File: config.mk
export PLATFORM = sky130hd
export DESIGN_NAME = icache_axi_rd_bridge_flat
export DESIGN_NICKNAME = d
export VERILOG_FILES = /design/src/rtl/icache_axi_rd_bridge_pkg.sv /design/src/rtl/icache_axi_rd_bridge_if.sv /design/src/rtl/icache_axi_rd_bridge.sv /design/src/flat_wrapper.sv
export SDC_FILE = /design/constraint.sdc
export NUM_CORES = 1
export LEC_CHECK = 0
export ABC_AREA = 1
export ABC_CLOCK_PERIOD_IN_PS = 2200
export CORE_AREA = 2 2 108 110
export DETAILED_ROUTE_END_ITERATION = 16
export DIE_AREA = 0 0 110 112
export PLACE_DENSITY = 0.68
export SYNTH_ARGS = -nofsm -noshare
export SYNTH_HDL_FRONTEND = slang
export SYNTH_SLANG_ARGS = --single-unit
File: constraint.sdc
create_clock -name clk -period 2.2 [get_ports clk]
set_clock_uncertainty 0.2 [all_clocks]
set_input_delay 0.33 -clock clk [delete_from_list [all_inputs] [get_ports clk]]
set_output_delay 0.33 -clock clk [all_outputs]
set_load 0.05 [all_outputs]
File: src/rtl/icache_axi_rd_bridge_pkg.sv
// Shared constants and types for the instruction-cache AXI read bridge.
package icache_axi_rd_bridge_pkg;

    localparam logic [1:0] AXI_BURST_INCR = 2'b01;
    localparam logic [2:0] AXI_SIZE_4B    = 3'b010;
    localparam logic [1:0] AXI_RESP_OKAY  = 2'b00;

    typedef enum logic [2:0] {
        ST_IDLE,
        ST_AR,
        ST_R,
        ST_RESP,
        ST_DRAIN
    } bridge_state_e;

endpackage

File: src/rtl/icache_axi_rd_bridge_if.sv
// Cache request/return signals plus the AXI read channels, named from the bridge's side.
interface icache_axi_rd_bridge_if #(
    parameter int unsigned ID_WIDTH = 4
);
    logic                flush_i;
    logic                addr_valid_i;
    logic [31:0]         addr_i;
    logic [7:0]          data_len_i;
    logic                resp_ready_o;
    logic                data_valid_o;
    logic [31:0]         data_o;
    logic                err_o;

    logic                arvalid_o;
    logic                arready_i;
    logic [31:0]         araddr_o;
    logic [7:0]          arlen_o;
    logic [2:0]          arsize_o;
    logic [1:0]          arburst_o;
    logic [ID_WIDTH-1:0] arid_o;

    logic                rvalid_i;
    logic                rready_o;
    logic [31:0]         rdata_i;
    logic [1:0]          rresp_i;
    logic                rlast_i;
    logic [ID_WIDTH-1:0] rid_i;

    // master: the bridge itself; slave: the cache plus AXI memory side around it
    modport master (
        input  flush_i, addr_valid_i, addr_i, data_len_i,
        output resp_ready_o, data_valid_o, data_o, err_o,
        output arvalid_o, araddr_o, arlen_o, arsize_o, arburst_o, arid_o,
        input  arready_i,
        input  rvalid_i, rdata_i, rresp_i, rlast_i, rid_i,
        output rready_o
    );

    modport slave (
        output flush_i, addr_valid_i, addr_i, data_len_i,
        input  resp_ready_o, data_valid_o, data_o, err_o,
        input  arvalid_o, araddr_o, arlen_o, arsize_o, arburst_o, arid_o,
        output arready_i,
        output rvalid_i, rdata_i, rresp_i, rlast_i, rid_i,
        input  rready_o
    );

endinterface

File: src/rtl/icache_axi_rd_bridge.sv
// Turns one cache read request into one AXI INCR burst and returns the beats,
// one registered word per cycle; beats of a flushed request are discarded.
//
// state    | meaning
// ---------+-------------------------------------------------------------
// ST_IDLE  | waiting for a cache request
// ST_AR    | AR channel valid, waiting for arready
// ST_R     | receiving beats and forwarding them to the cache
// ST_RESP  | zero-length request: accept pulse, no AXI traffic
// ST_DRAIN | flushed: consuming remaining beats without forwarding
module icache_axi_rd_bridge
    import icache_axi_rd_bridge_pkg::*;
#(
    parameter int unsigned         ID_WIDTH = 4,
    parameter logic [ID_WIDTH-1:0] AXI_ID   = '0,
    parameter int unsigned         MAX_LEN  = 8
) (
    input logic                      clk,
    input logic                      rst_n,
    icache_axi_rd_bridge_if.master   bus
);

    if (MAX_LEN > 256) begin : g_bad_max_len
        $error("MAX_LEN must fit an 8-bit arlen");
    end

    bridge_state_e state_q, state_d;
    logic [31:0]   addr_q, addr_d;
    logic [7:0]    len_q, len_d;
    logic [7:0]    cnt_q, cnt_d;
    logic          flush_pend_q, flush_pend_d;
    logic [31:0]   data_q;
    logic          data_valid_q;
    logic          err_q;

    logic          arvalid;
    logic          rready;
    logic          resp_ready;
    logic          beat_fwd;
    logic          beat_err;
    logic          last_beat;

    // rid is ignored: only one transaction is ever outstanding
    logic          unused_rid;
    assign unused_rid = ^bus.rid_i;

    always_comb begin
        state_d      = state_q;
        addr_d       = addr_q;
        len_d        = len_q;
        cnt_d        = cnt_q;
        flush_pend_d = flush_pend_q;
        arvalid      = 1'b0;
        rready       = 1'b0;
        resp_ready   = 1'b0;
        beat_fwd     = 1'b0;
        beat_err     = 1'b0;
        last_beat    = (cnt_q == len_q - 8'd1);

        unique case (state_q)
            ST_IDLE: begin
                if (bus.addr_valid_i) begin
                    addr_d       = bus.addr_i;
                    len_d        = bus.data_len_i;
                    cnt_d        = 8'd0;
                    flush_pend_d = 1'b0;
                    state_d      = (bus.data_len_i == 8'd0) ? ST_RESP : ST_AR;
                end
            end
            ST_AR: begin
                arvalid = 1'b1;
                // arvalid cannot be withdrawn, so a flush here is remembered
                if (bus.flush_i) begin
                    flush_pend_d = 1'b1;
                end
                if (bus.arready_i) begin
                    resp_ready = 1'b1;
                    state_d    = (flush_pend_q || bus.flush_i) ? ST_DRAIN : ST_R;
                end
            end
            ST_R: begin
                rready = 1'b1;
                if (bus.rvalid_i) begin
                    cnt_d    = cnt_q + 8'd1;
                    beat_fwd = !bus.flush_i;
                    beat_err = (bus.rresp_i != AXI_RESP_OKAY) || (bus.rlast_i != last_beat);
                    if (last_beat) begin
                        state_d = ST_IDLE;
                    end else if (bus.flush_i) begin
                        state_d = ST_DRAIN;
                    end
                end else if (bus.flush_i) begin
                    state_d = ST_DRAIN;
                end
            end
            ST_DRAIN: begin
                rready = 1'b1;
                if (bus.rvalid_i) begin
                    cnt_d = cnt_q + 8'd1;
                    if (last_beat) begin
                        state_d = ST_IDLE;
                    end
                end
            end
            ST_RESP: begin
                resp_ready = 1'b1;
                state_d    = ST_IDLE;
            end
            default: state_d = ST_IDLE;
        endcase
    end

    always_ff @(posedge clk) begin
        if (!rst_n) begin
            state_q      <= ST_IDLE;
            addr_q       <= '0;
            len_q        <= '0;
            cnt_q        <= '0;
            flush_pend_q <= 1'b0;
            data_q       <= '0;
            data_valid_q <= 1'b0;
            err_q        <= 1'b0;
        end else begin
            state_q      <= state_d;
            addr_q       <= addr_d;
            len_q        <= len_d;
            cnt_q        <= cnt_d;
            flush_pend_q <= flush_pend_d;
            data_valid_q <= beat_fwd;
            err_q        <= beat_fwd && beat_err;
            if (beat_fwd) begin
                data_q <= bus.rdata_i;
            end
        end
    end

    assign bus.arvalid_o    = arvalid;
    assign bus.araddr_o     = arvalid ? addr_q : '0;
    assign bus.arlen_o      = arvalid ? (len_q - 8'd1) : '0;
    assign bus.arsize_o     = AXI_SIZE_4B;
    assign bus.arburst_o    = AXI_BURST_INCR;
    assign bus.arid_o       = AXI_ID;
    assign bus.rready_o     = rready;
    assign bus.resp_ready_o = resp_ready;
    assign bus.data_valid_o = data_valid_q;
    assign bus.data_o       = data_q;
    assign bus.err_o        = err_q;

endmodule

File: src/flat_wrapper.sv
// flat-port wrapper written by rule: the top's interface ports become plain ports
module icache_axi_rd_bridge_flat import icache_axi_rd_bridge_pkg::*;
#(
    parameter int unsigned         ID_WIDTH = 4,
    parameter logic [ID_WIDTH-1:0] AXI_ID   = '0,
    parameter int unsigned         MAX_LEN  = 8
)
  (clk, rst_n, bus_flush_i, bus_addr_valid_i, bus_addr_i, bus_data_len_i, bus_resp_ready_o, bus_data_valid_o, bus_data_o, bus_err_o, bus_arvalid_o, bus_araddr_o, bus_arlen_o, bus_arsize_o, bus_arburst_o, bus_arid_o, bus_arready_i, bus_rvalid_i, bus_rdata_i, bus_rresp_i, bus_rlast_i, bus_rid_i, bus_rready_o);
  icache_axi_rd_bridge_if #(.ID_WIDTH(ID_WIDTH)) bus_i ();
  input logic clk;
  input logic rst_n;
  input wire logic [$bits(bus_i.flush_i)-1:0] bus_flush_i;
  input wire logic [$bits(bus_i.addr_valid_i)-1:0] bus_addr_valid_i;
  input wire logic [$bits(bus_i.addr_i)-1:0] bus_addr_i;
  input wire logic [$bits(bus_i.data_len_i)-1:0] bus_data_len_i;
  output wire logic [$bits(bus_i.resp_ready_o)-1:0] bus_resp_ready_o;
  output wire logic [$bits(bus_i.data_valid_o)-1:0] bus_data_valid_o;
  output wire logic [$bits(bus_i.data_o)-1:0] bus_data_o;
  output wire logic [$bits(bus_i.err_o)-1:0] bus_err_o;
  output wire logic [$bits(bus_i.arvalid_o)-1:0] bus_arvalid_o;
  output wire logic [$bits(bus_i.araddr_o)-1:0] bus_araddr_o;
  output wire logic [$bits(bus_i.arlen_o)-1:0] bus_arlen_o;
  output wire logic [$bits(bus_i.arsize_o)-1:0] bus_arsize_o;
  output wire logic [$bits(bus_i.arburst_o)-1:0] bus_arburst_o;
  output wire logic [$bits(bus_i.arid_o)-1:0] bus_arid_o;
  input wire logic [$bits(bus_i.arready_i)-1:0] bus_arready_i;
  input wire logic [$bits(bus_i.rvalid_i)-1:0] bus_rvalid_i;
  input wire logic [$bits(bus_i.rdata_i)-1:0] bus_rdata_i;
  input wire logic [$bits(bus_i.rresp_i)-1:0] bus_rresp_i;
  input wire logic [$bits(bus_i.rlast_i)-1:0] bus_rlast_i;
  input wire logic [$bits(bus_i.rid_i)-1:0] bus_rid_i;
  output wire logic [$bits(bus_i.rready_o)-1:0] bus_rready_o;
  assign bus_i.flush_i = bus_flush_i;
  assign bus_i.addr_valid_i = bus_addr_valid_i;
  assign bus_i.addr_i = bus_addr_i;
  assign bus_i.data_len_i = bus_data_len_i;
  assign bus_resp_ready_o = bus_i.resp_ready_o;
  assign bus_data_valid_o = bus_i.data_valid_o;
  assign bus_data_o = bus_i.data_o;
  assign bus_err_o = bus_i.err_o;
  assign bus_arvalid_o = bus_i.arvalid_o;
  assign bus_araddr_o = bus_i.araddr_o;
  assign bus_arlen_o = bus_i.arlen_o;
  assign bus_arsize_o = bus_i.arsize_o;
  assign bus_arburst_o = bus_i.arburst_o;
  assign bus_arid_o = bus_i.arid_o;
  assign bus_i.arready_i = bus_arready_i;
  assign bus_i.rvalid_i = bus_rvalid_i;
  assign bus_i.rdata_i = bus_rdata_i;
  assign bus_i.rresp_i = bus_rresp_i;
  assign bus_i.rlast_i = bus_rlast_i;
  assign bus_i.rid_i = bus_rid_i;
  assign bus_rready_o = bus_i.rready_o;
  icache_axi_rd_bridge #(.ID_WIDTH(ID_WIDTH), .AXI_ID(AXI_ID), .MAX_LEN(MAX_LEN)) u_core (.clk(clk), .rst_n(rst_n), .bus(bus_i));
endmodule
==> Word-level counts from Yosys, hierarchy flattened <==
Cells that the tools add are included.
Widths: inputs -> output; s select.
{ "op_classes": {"eq_ne": 12, "n_mux": 26, "reduce_logical": 14, "add_sub_neg": 2} }
{ "ops": {"columns": ["cell", "count"], "rows": [
  ["$mux 32", 1],
  ["$mux 3", 8],
  ["$mux 8", 3],
  ["$pmux 8 s2", 1],
  ["$pmux 3 s4", 1],
  ["$mux 1", 9],
  ["$add 8x1->8 const B", 1],
  ["$eq 8x8->1", 1],
  ["$logic_not 8->1", 1],
  ["$ne 2x2->1 const B", 4],
  ["$sub 8x1->8 const B", 1],
  ["$eq 3x2->1 const B", 2],
  ["$reduce_and 3->1", 2],
  ["$reduce_bool 2->1", 3],
  ["$ne 2x1->1 const B", 2],
  ["$pmux 1 s2", 2],
  ["$reduce_and 4->1", 1],
  ["$eq 3x1->1 const B", 1],
  ["$eq 3x3->1 const B", 1],
  ["$logic_not 3->1", 1],
  ["$logic_or 1x1->1", 2],
  ["$mux 2", 1],
  ["$reduce_and 2->1", 1],
  ["$reduce_or 2->1", 1],
  ["3 further kinds", 3]
]} }
{ "word_totals": {"output_inout_bits": 86, "elab_cells": 62, "in_bits": 85, "ff_bits": 86} }

==> Depth between registers and ports, before layout <==
{ "logic_depth": {"ltp_word": 7, "mapped_depth": 14, "ltp_nobuf": 14} }

==> Worst setup path before layout <==
No wires, ideal clock.
{ "synth_timing": {"kind": "register to output", "startpoint": "register u_core.state_q[2]", "endpoint": "output bus_arlen_o[2]", "t_required_ps": 1670, "t_arrival_ps": 2434, "slack_ps": -764, "stages_incl_launch_ff": 7, "n_path_buf": 1, "cell_sequence": "dfxtp_1 -> inv_1 -> nand2_1 -> nor2_1 -> inv_1 -> clkbuf_1 -> a21oi_1"} }
{ "synth_via": {"elab_chain_cells": 3} }
{ "synth_rtl": {"columns": ["element", "line_no", "rtl"], "rows": [
  ["from (decl)", "icache_axi_rd_bridge.sv:27", "bridge_state_e state_q, state_d;"],
  ["from (signal assigned)", "icache_axi_rd_bridge.sv:124", "state_q <= state_d;"],
  ["$eq 3x1->1", "icache_axi_rd_bridge.sv:60", "unique case (state_q)"],
  ["$mux 1", "icache_axi_rd_bridge.sv:60", null],
  ["via bus_arvalid_o", "flat_wrapper.sv:20", "output wire logic [$bits(bus_i.arvalid_o)-1:0] bus_arvalid_o;"],
  ["$mux 8", "icache_axi_rd_bridge.sv:139", "assign bus.arlen_o = arvalid ? (len_q - 8'd1) : '0;"],
  ["to (decl)", "flat_wrapper.sv:22", "output wire logic [$bits(bus_i.arlen_o)-1:0] bus_arlen_o;"]
]} }
The timed path passes the listed nets, and every way through them passes these cells.

==> Worst setup path in the final report <==
{ "layout_timing": {"startpoint": "register u_core.len_q[1]", "endpoint": "output bus_arlen_o[6]"} }
{ "layout_via": {"elab_chain_cells": 2} }
{ "layout_rtl": {"columns": ["element", "line_no", "rtl"], "rows": [
  ["from (decl)", "icache_axi_rd_bridge.sv:29", "logic [7:0] len_q, len_d;"],
  ["from (signal assigned)", "icache_axi_rd_bridge.sv:126", "len_q <= len_d;"],
  ["$sub 8x1->8", "icache_axi_rd_bridge.sv:139", null],
  ["$mux 8", "icache_axi_rd_bridge.sv:139", null]
]} }
Every way passes these cells.

==> impl_metrics.yaml <==
status:
  status: "finished, violations left"
  violations: "negative setup slack"
sta:
  fin_crit_ns: 2.24
  fin_setup_tns_ns: -0.0385
  max_clock_freq_mhz: 447
  maxSlewHeadroom: 0.644
  tightest_slew_ns: 0.532
  slew_viol_final: 0
  layout_setup_ws_ns: -0.0385
  rsz0062_at_grt: "yes"
  setup-violations-final: 1
  period_share: 1.02
  hold_violations: 0
critical_path:
  critPathArrivalTime_ns: 1.71
  r2r_setup_slack_ns: 0.20
  r2r-start: "u_core.len_q[1]"
  required_ns: 1.67
  startpoint_type: "register"
  worstRegToRegCells: 13
  crit_fanout: 4
  cp-end-kind: "output pin"
  criticalPathCategory: "reg2out"
  reg2reg_to: "u_core.state_q[2]"
cts:
  cts.path.max_buffers: 2
  htreeDepth: 3
  cts_num_sinks: 86
  path_clk_slew_ns: 0.06
  clk_latency_ns: 0.33
  cts_tree: "yes"
  root_buffer: "clkbuf_16"
  ctsHoldBuffers: 0
  cts_buffers: 9
routing:
  ant_nets: 0
  post-route-drc-count: 0
  drt_iter0_markers: 125
  vias: 3944
  dr.pass1.iters: 4
  wl_per_cell_um: 12.7
  wirelength_um: 10600
  vias_per_cell: 4.70
floorplanning:
  io-pin-count: 171
  core_area_um2: 11200
  die_y_um: 112
  num_rows: 39
  die_area_um2: 12300
  fp.dieW_um: 110
  initial_core_util: 0.340
grt:
  grtUsageMet3: 0.0685
  track_usage: 0.176
  first_global_vias: 3870
  grt.met2_usage: 0.293
  antenna_found_initial: 0
  grt_pass1_wl_um: 17500
  overflow: 0
  met1_usage: 0.203
  grt_busiest_layer: "met2"
  grt_max_degree: 83
finish:
  syn2layout_area_growth_pct: 63.7
  final_common_cell: "clkdlybuf4s50_1"
  fin_cells: 839
  diodes: 0
  final_nets: 778
  layout_common_cells: "clkdlybuf4s50_1 (113), nor2_1 (85), dfxtp_1 (83)"
  drive_above_1_share: 0.213
  final_area_um2: 6210
synthesis:
  syn_area_um2: 3800
  synth.area.top_cells: "dfxtp_1 (45%), nor2_1 (12%), o21ai_0 (10%)"
  yosysWarnings: 0
  synthCells: 535
  synth_largest_area_cell: "dfxtp_1"
  syn-mean-instance-area_um2: 7.10
  synth_cell_type_count: 32
  ys_seq_elements: 86
  seq_area_frac_synth: 0.454
  netlist.area_leader.share: 0.454
place:
  place_area_um2: 5800
  place_congestion: 0.871
  placedCellCount: 818
  place_ws_ns: 0.110
  dp_hpwl_um: 7830
  numPortBuffers: 157
pwr:
  p_switching_w: 0.00136
  p_int_w: 0.00289
  pwr_density_cell_nw_per_um2: 684
  irDropWorstVdd_mv: 0.313
  p_seq_frac: 0.401
  p_comb_frac: 0.271
  p_leak_nw: 2.43
  p_clk_frac: 0.328
  switching_share: 0.320
run:
  cap_viol_max_count: 0
min_path:
  holdPathEnd: "u_core.len_q[2]"
  hold_depth: 3
  min_from: "rst_n"
  hp-class: "in2reg"
## metal layers
metal | vias up | part of all wire
met1 | 1785 | 0.40
met2 | 133 | 0.48
met4 | 0 | 0.018
met5 | - | 0
li1 | 2010 | -
met3 | 16 | 0.097
## how the worst max path moves through the flow
stage                            startpoint                 to  slack [ns]  cells past startpoint
after detailed placement    u_core.len_q[0]  u_core.state_q[2]        0.11                     13
after floorplan           u_core.state_q[2]   bus_araddr_o[10]       -0.03                      6
after global placement      u_core.len_q[0]   u_core.bus.err_o        0.16                     14
after global routing        u_core.len_q[1]     bus_arlen_o[6]       -0.11                      8
final                       u_core.len_q[1]     bus_arlen_o[6]       -0.04                      8
after CTS                   u_core.len_q[0]     bus_arlen_o[6]       -0.03                      8
## cell families after synthesis
family,share of synthesized area
AND/OR/NAND/NOR,0.255
AO/OA/AOI/OAI,0.176
buffers and inverters,0.105
flip-flops,0.454
adder cells (fa/ha/maj),0.00659
other,0.00198
XOR/XNOR,0.00231
## cell usage after synthesis, drive strengths merged
library cell / instances
a21oi: 52
buf: 14
clkbuf: 22
conb: 2
dfxtp: 86
ha: 2
inv: 57
nand2: 54
nand3: 19
nand3b: 2
nand4: 5
nor2: 129
nor3: 3
nor3b: 4
nor4: 3
o211ai: 1
o21ai: 79
xor2: 1
## timing repair
action,CTS,global route
endpoints found under the hold margin,0,0
endpoints found under the setup margin,38,37
pin swaps,1,6
gates resized for setup,10,18
buffers inserted,1,4
## per-stage QoR
step	total power [W]	utilization	hold slack, ns
detailed placement	0.00283	0.519	0.264
CTS	0.00426	0.548	0.247
global route	0.00447	0.556	0.278
global placement	0.00280	0.519	0.257
floorplan	0.00241	-	0.241
finish	0.00425	0.556	0.254
## power by group through the flow
stage | Combinational [W] | Sequential, W | Clock, W
final | 0.00115 | 0.00170 | 0.00139
after global routing | 0.00125 | 0.00171 | 0.00151
after CTS | 0.00111 | 0.00170 | 0.00144
after detailed placement | 0.00109 | 0.00173 | 0
after global placement | 0.00107 | 0.00173 | 0
after floorplan | 0.000670 | 0.00174 | 0
## worst max-delay path, stage by stage (launching register included)
cell	delay [ns]
dfxtp_2	0.34
inv_2	0.08
ha_4	0.16
inv_4	0.05
nor2_4	0.15
nand4_1	0.14
buf_4	0.17
a21oi_4	0.14
buf_12	0.15
## registers in the layout, summed over array words and instances (netlist names)
register and cells:
u_core.len_q 8, u_core.bus.err_o 1, u_core.state_q 3, u_core.bus.data_o 32, u_core.bus.data_valid_o 1, u_core.cnt_q 8, u_core.flush_pend_q 1, u_core.addr_q 32
## area by class of cell
class                   instances  area, um2
well taps                     143        179
flip-flops and latches         86       1730
clock inverters                 7       50.0
clock buffers                   9        225
repair buffers                174       1900
inverters                      57        216
multi-input cells             363       1920
fillers                      1061       4960
Power figures use the tool's default switching activity.
